File: config.mk
export PLATFORM = sky130hd
export DESIGN_NAME = top_level
export DESIGN_NICKNAME = d
export VERILOG_FILES = /design/src/rtl/top_level_pkg.sv /design/src/rtl/data_mem.sv /design/src/rtl/top_level.sv
export SDC_FILE = /design/constraint.sdc
export NUM_CORES = 1
export LEC_CHECK = 0
export CAP_MARGIN = 20
export CORE_AREA = 2 2 39 41
export DETAILED_ROUTE_END_ITERATION = 10
export DIE_AREA = 0 0 41 43
export SYNTH_ARGS = -nofsm -noshare
export SYNTH_HDL_FRONTEND = slang
export SYNTH_SLANG_ARGS = --single-unit
File: constraint.sdc
create_clock -name clk -period 3.3 [get_ports clk]
set_clock_uncertainty 0.1 [all_clocks]
set_input_delay 0.825 -clock clk [delete_from_list [all_inputs] [get_ports clk]]
set_output_delay 0.825 -clock clk [all_outputs]
set_load 0.02 [all_outputs]
File: src/rtl/top_level_pkg.sv
// top_level_pkg: shared FSM states, memory map and decoder flag encodings
package top_level_pkg;
    typedef enum logic [2:0] {IDLE, RD_LO, RD_HI, DECODE, WR_LO, WR_HI, WAIT, FIN} state_t;
    localparam int MSG_COUNT = 15;
    localparam logic [7:0] IN_BASE = 8'd30;
    localparam logic [7:0] OUT_BASE = 8'd0;
    localparam logic [1:0] FLAG_OK = 2'b00;
    localparam logic [1:0] FLAG_SEC = 2'b01;
    localparam logic [1:0] FLAG_DED = 2'b10;
endpackage

File: src/rtl/data_mem.sv
// data_mem: 256 x 8 memory, combinational read, synchronous write, never reset
module data_mem (
    input  logic       clk,
    input  logic       we,
    input  logic [7:0] addr,
    input  logic [7:0] wdata,
    output logic [7:0] rdata
);
    logic [7:0] core [0:255];
    assign rdata = core[addr];
    // contents deliberately have no reset so preloaded data survives it
    always_ff @(posedge clk)
        if (we) core[addr] <= wdata;
endmodule

File: src/rtl/top_level.sv
// top_level: SECDED-decodes 15 words from memory and writes back data plus flags
module top_level
    import top_level_pkg::*;
#(
    parameter int K = 1
) (
    input  logic clk,
    input  logic reset,
    output logic done
);
    localparam logic [3:0] K_LAST = (K > 0) ? 4'(K - 1) : 4'd0;
    localparam logic [3:0] IDX_LAST = 4'(MSG_COUNT - 1);

    state_t      state, next;
    logic [3:0]  idx, cnt;
    logic [15:0] word, res;
    logic [7:0]  addr, wdata, rdata;
    logic        we, last;

    function automatic logic [15:0] decode(input logic [15:0] w);
        logic [3:0]  s;
        logic        p;
        logic [15:0] c;
        logic [1:0]  f;
        s = '0;
        for (int n = 1; n < 16; n++)
            if (w[n]) s ^= 4'(n);
        p = ^w;
        c = p ? w ^ (16'd1 << s) : w;
        f = p ? FLAG_SEC : (s != 4'd0) ? FLAG_DED : FLAG_OK;
        return {f, 3'b000, c[15:9], c[7:5], c[3]};
    endfunction

    data_mem datMem (.clk(clk), .we(we), .addr(addr), .wdata(wdata), .rdata(rdata));

    assign done = state == FIN;

    // memory port: reads walk the input area, writes walk the output area
    always_comb begin
        addr = ((state == RD_LO || state == RD_HI) ? IN_BASE : OUT_BASE)
             + {3'b000, idx, state == RD_HI || state == WR_HI};
        we = state == WR_LO || state == WR_HI;
        wdata = (state == WR_HI) ? res[15:8] : res[7:0];
    end

    // next state; the end of a message either loops to RD_LO or finishes
    always_comb begin
        last = (state == WR_HI && K == 0) || (state == WAIT && cnt == K_LAST);
        case (state)
            IDLE:    next = RD_LO;
            RD_LO:   next = RD_HI;
            RD_HI:   next = DECODE;
            DECODE:  next = WR_LO;
            WR_LO:   next = WR_HI;
            WR_HI:   next = WAIT;
            default: next = state;
        endcase
        if (last) next = (idx == IDX_LAST) ? FIN : RD_LO;
    end

    // state, message index, idle counter and decode pipeline registers
    always_ff @(posedge clk or negedge reset) begin
        if (!reset) begin
            state <= IDLE;
            idx <= '0;
            cnt <= '0;
            word <= '0;
            res <= '0;
        end else begin
            state <= next;
            cnt <= (state == WAIT) ? cnt + 4'd1 : 4'd0;
            if (state == RD_LO) word[7:0] <= rdata;
            if (state == RD_HI) word[15:8] <= rdata;
            if (state == DECODE) res <= decode(word);
            if (last && idx != IDX_LAST) idx <= idx + 4'd1;
        end
    end
endmodule

## After elaboration in Yosys (flattened, before gate mapping)

Index checks and enable logic that the tools add are counted.

- Add/subtract/negate cells: 2
- Equality and inequality tests: 9
- Multiplexer cells: 4
- Reductions and logical operators: 5

Operators by type and width:

| cell | number |
|---|---|
| $pmux W3 S6 | 1 |
| $eq A3 B3 Y1 const B | 4 |
| $add A4 B1 Y4 const B | 2 |
| $reduce_bool A7 Y1 | 1 |
| $eq A3 B2 Y1 const B | 2 |
| $mux W3 | 2 |
| $eq A4 B4 Y1 const B | 1 |
| $logic_not A4 Y1 | 1 |
| $mux W4 | 1 |
| $ne A4 B4 Y1 const B | 1 |
| $eq A3 B1 Y1 const B | 1 |
| $logic_not A3 Y1 | 1 |
| $logic_and A1 B1 Y1 | 2 |

- Register bits: 11
- Input bits: 2
- Output and inout bits: 1
- Logic and storage cells: 23

## Longest topological paths before layout

- Depth in word-level cells: 3
- Depth in mapped cells: 5
- Mapped depth without buffers: 5

## Worst setup path before layout

No wires, ideal clock.

- Path kind: flip-flop to output port
- Start: register state[1]
- End: output done
- Arrival: 0.667 ns
- Required time: 2.375 ns
- Slack: 1.708 ns
- Stages on the path, launching flop included: 2
- Buffers on the path: 0
- Path through: dfrtp_1 and3_1

- Word-level cells in the longest chain between the ends: 1

RTL lines:

| what | line | RTL |
|---|---|---|
| from (decl) | top_level.sv:14 | `state_t state, next;` |
| from (signal assigned) | top_level.sv:70 | `state <= next;` |
| $eq A3 B3 Y1 | top_level.sv:36 | `assign done = state == FIN;` |
| to (decl) | top_level.sv:9 | `output logic done` |

Every way passes these cells.

## Worst setup path after layout

- Start: register state[2]
- End: output done

Same word-level chain as after synthesis.

==> impl_metrics.ini <==
[outcome]
status = finished clean

[cts]
cts_hold_buffers = 0
cts_tree = done
cts_resized = 0
clock_path_buffers = 2
cts_setup_buffers = 0
clock-sinks = 11
clkTransAtPathRegs_ns = 0.08
clk_latency_ns = 0.27
cts.htree.levels = 1
clock-root-buffer = clkbuf_4
cts_made_buffers = 3

[yosys]
synth_area_sq_um = 546
yosysWarningCount = 0
synth.top_cells.by_count = dfrtp_1, inv_1, ha_1, nor2_1, xnor2_1
yosysSeqAreaShare = 0.505
ys_types = 20
synthCells = 48
yosysTopAreaCell = dfrtp_1
ys_seq_elements = 11
yosys-top-cells-area = dfrtp_1, ha_1, xnor2_1, nand3_2, inv_1
synth-main-ff-cell = dfrtp_1
syn_nets = 54
yosysMostFrequentCell = dfrtp_1
synth_enable_flop_cells = 0
avgSynthCellArea_sq_um = 11.4
ys_async_sr_fraction = 1.00
synth_top_area_frac = 0.505

[route]
routedWlPerCell_um = 12.1
wirelength_um = 845
drtPass1Iterations = 4
via_per_inst = 4.91
drtAntennaViolNets = 0
drcViolationCount = 0
dr_total_vias = 344
drtIter0Drc = 10

[timing]
rsz0062_at_grt = false
hold_violations = 0
slew_headroom = 0.671
min_period_ns = 2.40
max_freq_ghz = 0.416
post-route-period-util = 0.729
drv_slew = 0
finalSetupTns_ns = 0
worst_pin_slew_ns = 0.491
setup_violations = 0

[layout]
drive_above_1_share = 0.130
fin_nets = 61
antenna_cells = 0
area_growth_pct = 12.4
final_cells = 70

[worst_hold_path]
hold_class = reg2reg

[place]
routabilityCongestion = 0.631
dp_hpwl_um = 598
io_buffers = 2
dpl.cell_count = 66

[worst_setup_path]
cp.required_ns = 2.37
crit_type = reg2out
arrival_ns = 1.48
cp-end-kind = output pin
crit_fanout = 7
startpoint_type = register

[power]
leakage_nw = 0.272
peakVddDrop_uv = 174
power.density_nw_per_um2 = 375

[global_routing]
grt_pass1_vias = 337
grt_first_pass_wirelength_um = 1460
grt_remaining_overflow = 0
antenna_found_initial = 0
grt_max_degree = 12
grt_use_total = 0.131

[die]
ios = 3
core_area_sq_um = 1380
die-area_sq_um = 1760
die_y_um = 43
die_x_um = 41
start_util = 0.394
num_rows = 14

[run]
drv_cap = 0
## stage by stage
step | instance area, sq um | hold slack (ns) | total power [mW] | utilization | worst slack, ns
floorplan | 546 | 0.354 | 0.137 | - | 1.71
global route | 613 | 0.411 | 0.248 | 0.443 | 0.822
detailed placement | 586 | 0.387 | 0.141 | 0.423 | 1.20
finish | 613 | 0.389 | 0.230 | 0.443 | 0.896
global placement | 586 | 0.390 | 0.141 | 0.423 | 1.21
CTS | 613 | 0.399 | 0.236 | 0.443 | 0.897
## cells by family (layout without fill, tap and decap cells)
logic type	count (synthesis)	count (layout)	synth area share
simple gates	18	18	0.218
buf+inv	5	11	0.0344
xor+xnor	5	5	0.0803
flops	11	11	0.505
fa+ha+maj	4	4	0.0917
mux	1	1	0.0183
compound gates	4	4	0.0527
## routing by layer
metal  track usage  share of wire
met5             0              0
met4        0.0600          0.012
met3        0.0785          0.043
met2         0.156           0.43
met1         0.185           0.51
## worst max-delay path, stage by stage (launching register included)
cell and delay (ns):
dfrtp_1 0.45, and3_1 0.18, clkdlybuf4s50_1 0.59
## sequential cells by signal, summed over array words and instances, names as in the netlist
name / count
cnt: 4
idx: 4
state: 3
## power breakdown
part	internal (mW)	switching, mW
sequential	0.135	0
combinational	0.00104	0.00250
clock	0.0448	0.0466
total	0.181	0.0491
## layout make-up
cell class	instances	area, sq um
clock buffer	3	22.5
clock inverter	1	5.00
fill	135	771
inverter	5	18.8
multi-input combinational	32	251
sequential	11	275
tap	16	20.0
timing repair buffer	2	20.0
## placed cells by master, fill, tap and decap left out
| cell type | netlist | layout |
|---|---|---|
| a21oi_1 | 1 | 1 |
| a22o_1 | 1 | 1 |
| a311o_1 | 1 | 1 |
| and2_1 | 1 | 1 |
| and3_1 | 2 | 2 |
| and3b_1 | 1 | 1 |
| clkbuf_4 | 0 | 3 |
| clkdlybuf4s50_1 | 0 | 2 |
| clkinv_2 | 0 | 1 |
| dfrtp_1 | 11 | 11 |
| ha_1 | 4 | 4 |
| inv_1 | 5 | 5 |
| mux2i_1 | 1 | 1 |
| nand2_1 | 2 | 2 |
| nand3_1 | 2 | 2 |
| nand3_2 | 2 | 2 |
| nand3b_1 | 1 | 1 |
| nand4_1 | 2 | 2 |
| nor2_1 | 4 | 4 |
| nor3b_4 | 1 | 1 |
| o21ai_0 | 1 | 1 |
| xnor2_1 | 4 | 4 |
| xor2_1 | 1 | 1 |
## path summary, 6_finish.rpt
path,from,endpoint,slack (ns),depth (start not counted)
worst min register to register,cnt[0]$_DFF_PN0_,cnt[0]$_DFF_PN0_,0.39,1
worst max-delay path,state[2]$_DFFE_PN0P_,done,0.90,2
max in group asynchronous,reset,idx[3]$_DFFE_PN0P_,1.98,1
worst min-delay path,cnt[0]$_DFF_PN0_,cnt[0]$_DFF_PN0_,0.39,1
min in group asynchronous,reset,cnt[2]$_DFF_PN0_,0.78,1
worst max register to register,cnt[0]$_DFF_PN0_,state[2]$_DFFE_PN0P_,1.83,5
Note: power is estimated with default switching activity, not from simulation.
